<file path="src/rtl/bsg_parallel_in_serial_out_len.sv">
// bsg_parallel_in_serial_out_len: captures one parallel packet plus a length and emits len_i+1 serial words
module bsg_parallel_in_serial_out_len #(
  parameter int width_p = 8,
  parameter int els_p = 4,
  parameter bit hi_to_lo_p = 1'b0,
  parameter int lg_els_lp = (els_p == 1) ? 1 : $clog2(els_p)
) (
  input  logic                       clk_i,
  input  logic                       reset_n_i,
  input  logic                       v_i,
  output logic                       ready_and_o,
  input  logic [els_p*width_p-1:0]   data_i,
  input  logic [lg_els_lp-1:0]       len_i,
  output logic                       v_o,
  output logic [width_p-1:0]         data_o,
  output logic                       first_o,
  output logic                       last_o,
  input  logic                       ready_and_i
);
  typedef enum logic {IDLE, SEND} state_e;
  localparam logic [lg_els_lp-1:0] max_len_lp = lg_els_lp'(els_p - 1);
  state_e state_r, state_n;
  logic [width_p-1:0] data_r [els_p];
  logic [lg_els_lp-1:0] len_r, len_n, idx_r, idx_n, len_eff, sel;
  logic busy, accept, fire;
  assign busy = state_r == SEND;
  assign len_eff = (len_i > max_len_lp) ? max_len_lp : len_i;
  assign sel = hi_to_lo_p ? len_r - idx_r : idx_r;
  assign v_o = busy;
  assign data_o = data_r[sel];
  assign first_o = busy & (idx_r == '0);
  assign last_o = busy & (idx_r == len_r);
  // Combinational ready path on the last word lets the next packet load with no bubble
  assign ready_and_o = ~busy | (last_o & ready_and_i);
  assign accept = v_i & ready_and_o;
  assign fire = busy & ready_and_i;
  always_comb begin
    state_n = accept ? SEND : (fire & last_o) ? IDLE : state_r;
    idx_n = accept ? '0 : (fire & ~last_o) ? idx_r + 1'b1 : idx_r;
    len_n = accept ? len_eff : len_r;
  end
  always_ff @(posedge clk_i or negedge reset_n_i)
    if (!reset_n_i) begin
      state_r <= IDLE;
      idx_r <= '0;
      len_r <= '0;
    end else begin
      state_r <= state_n;
      idx_r <= idx_n;
      len_r <= len_n;
    end
  always_ff @(posedge clk_i)
    if (accept)
      for (int i = 0; i < els_p; i++) data_r[i] <= data_i[i*width_p +: width_p];
endmodule
</file>
<file path="config.mk">
export PLATFORM = sky130hd
export DESIGN_NAME = bsg_parallel_in_serial_out_len
export DESIGN_NICKNAME = d
export VERILOG_FILES = /design/src/rtl/bsg_parallel_in_serial_out_len.sv
export SDC_FILE = /design/constraint.sdc
export NUM_CORES = 1
export LEC_CHECK = 0
export ABC_CLOCK_PERIOD_IN_PS = 4300
export CAP_MARGIN = 25
export CORE_ASPECT_RATIO = 1.75
export CORE_MARGIN = 2
export CORE_UTILIZATION = 40
export DETAILED_ROUTE_END_ITERATION = 7
export PLACE_DENSITY_LB_ADDON = 0.12
export SYNTH_ARGS = -nofsm -noshare
export SYNTH_HDL_FRONTEND = slang
export SYNTH_SLANG_ARGS = --single-unit
</file>
<file path="constraint.sdc">
create_clock -name clk_i -period 4.3 [get_ports clk_i]
set_clock_uncertainty 0.2 [all_clocks]
set_input_delay 1.29 -clock clk_i [delete_from_list [all_inputs] [get_ports clk_i]]
set_output_delay 1.29 -clock clk_i [all_outputs]
set_load 0.02 [all_outputs]
</file>
======== Word-level counts from Yosys, hierarchy flattened ========
Memories as Yosys holds them, arrays and structs flattened.
Cells that the tools add are included.
word-level totals
  latch bits .............................. 0
  memories kept ........................... 1
  bits in writable memories ............... 32
  register bits after elaboration ......... 5
  output and inout port bits .............. 12
  ROM bits ................................ 0
cells by class
  order comparisons ....................... 1
  equal/unequal tests ..................... 1
  bitwise logic cells ..................... 10
  reductions and logical operators ........ 3
  muxes and demuxes ....................... 7
  $mul .................................... 0
  div/mod/pow operators ................... 0
  $add $sub $neg .......................... 1
  shift operators ......................... 0
memories
  memory  depth  bits a word  rd ports  clocked after Yosys merged registers in  write ports  RTL line  text
  data_r  4      8            1         0                                        4            23        logic [width_p-1:0] data_r [els_p];
operators by type and width
  cell                 number
  $and 1x1->1          7
  $mux 2               3
  $mux 1               4
  $reduce_bool 2->1    2
  $add 2x1->2 const B  1
  $eq 2x2->1           1
  $gt 2x2->1 const B   1
  $logic_not 2->1      1
  $not 1->1            2
  $or 1x1->1           1

======== Depth between registers and ports, before layout ========
Gate-level depths: netlist of the first run.
  word-level depth ........................ 7
  depth in mapped cells ................... 6

======== Worst setup path after synthesis of the first run ========
OpenSTA, ideal clock, no wires.
  kind .................................... input port to flip-flop
  start point ............................. input port ready_and_i
  end point ............................... memory data_r[0][0] (enable)
  arrival time ............................ 3055 ps
  path slack .............................. 613 ps
  library setup time ...................... 432 ps
  stages .................................. 2
  buffers on the path ..................... 0
  cell sequence ........................... nand3_1 > a21oi_1
RTL lines
  element             RTL line  text
  start: declaration  18        input logic ready_and_i
  end: declaration    23

======== Worst setup path in the final report of the first run ========
  start point ............................. input port ready_and_i
  end point ............................... output port ready_and_o
between the ends
  word-level cells in the longest chain between the ends .. 2
RTL lines
  element           RTL line  text
  $and 1x1->1       34        assign ready_and_o = ~busy | (last_o & ready_and_i);
  $or 1x1->1        34
  end: declaration  11        output logic ready_and_o,
No other way between the ends.

==> impl_results.md, run 1 <==
* Leak at 0.762 nW
* Row cnt at 29
* # IOs at 50
* Reg2Reg Depth at 5
* Critical Path Fanout Max at 2
* Residual DRC count at 0
* P_int at 0.944 mW
* First-pass GRT wire length at 4.37 mm
* Setup violations, final at 0
* Instance count of the mapped netlist at 81
* Status: finished, final reports clean
* Max IR drop VDD at 0.430 mV
* Critical path class: input pin to output pin
* Chip width at 50.7 um
* CTS tree: built
* Crit path top cell by count: clkdlybuf4s50_1
* Synth warn at 0
* Crit. End Element: output pin
* Syn nets at 120
* WP data required at 2.81 ns
* Reg2reg end: data_r[2][0]
* Worst setup endpoint: ready_and_o
* Comb pwr share at 36.5%
* Fin crit share at 94.0%
* Slew Viols, Final at 0
* Clock Sinks at 37
* Most frequent cells in the layout: 49 x clkdlybuf4s50_1, 32 x edfxtp_1, 6 x mux4_2, 6 x clkbuf_8
* Dpl cells at 175
* Final net count at 175
* Switching Share at 30.4%
* Final Core Density at 60.2%
* Inserted Clock Buffers at 5
* P per Cell Area at 621 nW/um^2
* Crit path largest cell delay at 0.60 ns
* Hold Path Class: flop to flop
* CP delay by family, top: buffers and inverters
* Crit path time final at 4.04 ns
* Place WS at 0.248 ns
* Via/cell ratio at 4.94
* H-Tree Level Count at 2
* Worst endpoint data arrival time at 2.55 ns
* Fillers at 290
* Post-DRT Antenna Nets at 0
* Post-Route Setup TNS at 0 ns
* Area of the multi-input gates at 395 um^2
* Setup bufs post-CTS at 0
* Layout area overhead at 43.1%
* Worst path depth at 4
* Switch Pwr at 0.412 mW
* Diode count at 0
* 1st-iter DRT viols at 18
* PortBufs at 49
* Hold Crit Depth at 2
* Worst path bufs/invs at 2
* Seq/Total Area, Yosys at 71.2%
* WL per Instance at 14.9 um
* Critical Path, Cell by Cell: clkdlybuf4s50_1 > nand3_1 > nand2_1 > clkdlybuf4s50_1
* Synth Area per Inst at 18.8 um^2
* Commonest non-fill, non-tap cell in the layout: clkdlybuf4s50_1
* Netlist Area Pre-Place at 1530 um^2
* Overall power at 1.36 mW
* Share of power burned in registers at 41.0%
* Maxcap violations at 0
* Gr ovfl total at 0
* Clock transition at path regs at 0.07 ns
* Detailed-route via count at 904
* Final non-filler cell total at 183
* Reg area at 1090 um^2
* CTS resizes at 0
* TritonRoute pass-1 iters at 4
* Post-synth cell types at 24
* Final hold violation count at 0
* WL final at 2.72 mm
* Clock power share at 22.6%
* Worst-skew pair later-pin latency at 0.28 ns
* Die area at 4340 um^2
* Slew HR at 53.8%
* Final setup margin at 0.257 ns
* Root buffer cell: clkbuf_8
* Critical Path Start: ready_and_i
* Unrepaired setup endpoints after global routing: false
* Fmax at 0.247 GHz
* Gr usage total at 14.1%
* Number of global-route vias before repair at 932
* Largest net degree at the start of global routing at 25
* FF+latch count, synth at 37
* RD Place Congestion at 0.734
* Startpoint Class: input pin
* Post-DP HPWL at 1.99 mm
* Slowest CP cell: clkdlybuf4s50_1
* Starting Density at 42.0%
* Initial antenna violation count at 0
* R2R Setup Slk at 1.81 ns
* Post-cts hold buffer count at 0
* Reg2reg start: idx_r[0]
* Total core area at 3630 um^2
* Share of layout cells above drive strength 1 at 13.1%
* Die H at 85.7 um
* Tightest Pin Transition at 0.693 ns
* Clock Path Buffers at 2
-- worst min-delay path, stage by stage (launching register included) --
cell and delay, ns:
dfrtp_1 0.43, a22oi_1 0.11, o211ai_1 0.08
-- worst min path at each step --
stage / from / endpoint / slack (ns)
final: len_r[1] / len_r[1] / 0.46
after global routing: len_r[1] / len_r[1] / 0.50
after CTS: len_r[1] / len_r[1] / 0.47
after detailed placement: len_r[1] / len_r[1] / 0.45
after global placement: len_r[1] / len_r[1] / 0.44
after floorplan: len_r[0] / len_r[0] / 0.38
-- state kept, by name (all words and copies together), names as in the netlist --
name / flops
data_r: 32
len_r: 2
idx_r: 2
v_o: 1
-- area by class of cell --
cell class / instances / area share, %
Multi-Input combinational cell: 36 / 18.1
Tap cell: 46 / 2.64
Sequential cell: 37 / 49.7
Clock buffer: 7 / 3.95
Clock inverter: 1 / 1.38
Timing Repair Buffer: 52 / 23.5
Inverter: 4 / 0.688
-- stage by stage --
step                      instance area, um^2  hold WS (ns)
after floorplan                          1530         0.385
after global placement                   2070         0.436
after detailed placement                 2070         0.452
after CTS                                2180         0.468
after global routing                     2180         0.503
final                                    2180         0.464
-- synth_stat cells --
| cell | number | area share, % |
|---|---|---|
| dfrtp_1 | 5 | 8.2 |
| mux4_1 | 2 | 3.4 |
| inv_1 | 4 | 0.98 |
| mux2i_1 | 2 | 1.3 |
| nand3_1 | 1 | 0.33 |
| o211ai_2 | 1 | 0.82 |
| buf_2 | 1 | 0.33 |
| a22oi_1 | 2 | 0.98 |
| ha_1 | 1 | 0.82 |
| nor2b_1 | 2 | 0.82 |
| o211ai_1 | 4 | 2.0 |
| a21o_1 | 1 | 0.49 |
| buf_12 | 1 | 1.3 |
| mux4_2 | 6 | 8.9 |
| xor2_1 | 2 | 1.1 |
| and2_1 | 1 | 0.41 |
| clkbuf_1 | 1 | 0.25 |
| edfxtp_1 | 32 | 63 |
| a21oi_1 | 1 | 0.33 |
| and3_1 | 1 | 0.41 |
| o21ai_0 | 2 | 0.66 |
| nand2_1 | 5 | 1.2 |
| xnor2_1 | 2 | 1.1 |
| buf_6 | 1 | 0.74 |
-- power by group through the flow --
stage | combinational (mW) | clock [mW] | sequential [mW]
after global placement | 0.493 | 0 | 0.564
final | 0.495 | 0.306 | 0.555
after detailed placement | 0.501 | 0 | 0.569
after global routing | 0.535 | 0.328 | 0.570
after floorplan | 0.359 | 0 | 0.513
after CTS | 0.503 | 0.314 | 0.561
-- routing by layer --
| layer | routed length, um | global-route usage [%] | share of wire [%] | vias to the layer above |
|---|---|---|---|---|
| met5 | 0 | 0 | 0 | - |
| met4 | 23 | 7.37 | 0.85 | 0 |
| met3 | 187 | 4.88 | 6.9 | 2 |
| met2 | 1550 | 24.2 | 57 | 35 |
| met1 | 955 | 14.8 | 35 | 440 |
| li1 | - | - | - | 427 |
-- logic make-up after synthesis --
logic type                 synth area share [%]
adders and majority gates                 0.820
DFF                                        71.2
buffers and inverters                      3.61
xor gates and xnor gates                   2.30
muxes                                      13.6
and+or+nand+nor                            3.20
AOI/OAI and AO/OA                          5.25
Power figures use the tool's default switching activity.
==> run 2, diff against run 1 <==
- GPL_ROUTABILITY_DRIVEN: not set -> 0
==> results of run 2 <==
Same layout as run 1: the final DEF is identical, and so are final timing and power.
==> patch, RTL diff (config.mk and constraints of run 1) <==
`els_p`: 4 -> 8.
--- a/src/rtl/bsg_parallel_in_serial_out_len.sv
+++ b/src/rtl/bsg_parallel_in_serial_out_len.sv
@@ -2,5 +2,5 @@
 module bsg_parallel_in_serial_out_len #(
   parameter int width_p = 8,
-  parameter int els_p = 4,
+  parameter int els_p = 8,
   parameter bit hi_to_lo_p = 1'b0,
   parameter int lg_els_lp = (els_p == 1) ? 1 : $clog2(els_p)
Ports: changed (resized data_i and len_i); port bits go from 50 to 83. The function was not compared with the original's and may differ.
==> patch against run 1 <==
  * Die area grew 81%
  * Setup slack lost 0.033 ns
  * Final area is 87% higher
  * Total power up 100%
  * Wire length rose by 100%
  * Clock power increased by 110%
  * Synthesized area up 87%
  * Fmax fell by 0.80%
  * Sequential cell count up 34
  * Critical path type unchanged
==> patch: results (changes against run 1) <==
[cells_and_area] clock-cell share of area 6.44% [+1.1 points]
[cells_and_area] fill cell instance count of the final layout 518 [+79%]
[placed_design] Placed Instance Area 0.00382 sq mm [+85%]
[critical_path] end of the worst register-to-register path data_r[2][7]
[grt] routing usage on met2 28.2% [+4.0 points]
[critical_path] biggest cell delay along the critical path 0.48 ns [-0.12 ns]
[synthesis] Post-Synthesis Cell Area 0.00286 sq mm [+87%]
[clocking] worst skew pair latency 0.32 ns [+0.04 ns]
[sta] final critical path time including I/O delays and setup 4.08 ns [+0.0327 ns]
[outcome] outcome finished, final reports clean
[grt] global-route total usage across every layer 15.6% [+1.6 points]
[min_path] Hold Crit Depth 1 [-1]
[detailed_routing] met2 wire length 3070 um [+98%]
[grt] wire length of the first global-routing pass 8450 um [+93%]
[synthesis] number of enable flip-flop cells after synthesis 64 [+100%]
[cells_and_area] non-filler cells in the finished layout 317 [+73%]
[pwr] Pleak 1.44 nW [+89%]
[synthesis] number of unique standard cell types used by synthesis 30 [+25%]
[sta] worst slew margin relative to its limit 57.4% [+3.7 points]
[clocking] CTS clock-pin slew for the worst setup and hold paths 0.05 ns [-0.02 ns]
[clocking] cell at the root of the clock tree sky130_fd_sc_hd__clkbuf_16
[cells_and_area] total area of multi-input combinational cells 701 sq um [+77%]
[detailed_routing] DRC marker count from the first detailed-route iteration 106 [+88]
[detailed_routing] routed metal-1 wirelength 1860 um [+94%]
[synthesis] mean instance size in the synthesized netlist 21.3 sq um [+13%]
[clocking] number of H-tree levels 3 [+1]
[pwr] peak ir drop on the vdd network 0.000369 V [-14%]
[cells_and_area] Storage cell area 0.00210 sq mm [+93%]
[placed_design] GP Congestion 0.722 [-1.6%]
[synthesis] commonest cells in the netlist 64 x sky130_fd_sc_hd__edfxtp_1, 16 x sky130_fd_sc_hd__mux4_2, 8 x sky130_fd_sc_hd__mux2_2
[min_path] terminating pin of the worst hold path len_r[2]
[detailed_routing] ratio of routed vias to standard cells 5.02 [+1.6%]
[clocking] number of buffers inserted during clock tree synthesis 9 [+4]
[placed_design] Placed Cells 301 [+72%]
[cells_and_area] sequential cell count 71 [+92%]
[cells_and_area] area delta synth->final 42.8%
[synthesis] async set-or-reset flop fraction in the synthesized netlist 9.86% [-3.7 points]
[cells_and_area] Layout non-clock buf frac 22.0% [-1.5 points]
[synthesis] ranking of synthesized cells by area sky130_fd_sc_hd__edfxtp_1 67%, sky130_fd_sc_hd__mux4_2 13%, sky130_fd_sc_hd__dfrtp_1 6.1%
[synthesis] share of the yosys chip area belonging to registers 73.4% [+2.2 points]
[min_path] startpoint of the worst hold path len_r[2]
[placed_design] number of buffers inserted by port buffering 82 [+67%]
[patch: cell count changes in the layout (fill, tap and decap cells not counted), sizes merged, moves of 4 or more]
cell,delta
edfxtp,+32
clkbuf,+8
o211ai,-5
mux4,+8
clkdlybuf4s50,+32
mux2,+11
buf,+4
[patch: kinds of logic (layout without fill, tap and decap cells)]
logic type,after synthesis,after routing,synth area share [%]
flip-flops,71,71,73.4
multiplexers,27,27,17.3
AND/OR/NAND/NOR,12,12,2.32
buffers and inverters,11,110,2.10
AO/OA/AOI/OAI,8,8,2.80
XOR/XNOR,3,3,1.18
adder cells (fa/ha/maj),2,2,0.876
[patch: power by group through the flow]
stage | combinational, mW | sequential, mW | clock (mW)
after floorplan | 0.700 | 1.01 | 0
after global placement | 1.02 | 1.05 | 0
after detailed placement | 1.05 | 1.06 | 0
after CTS | 1.05 | 1.04 | 0.665
after global routing | 1.11 | 1.06 | 0.692
final | 1.03 | 1.04 | 0.644
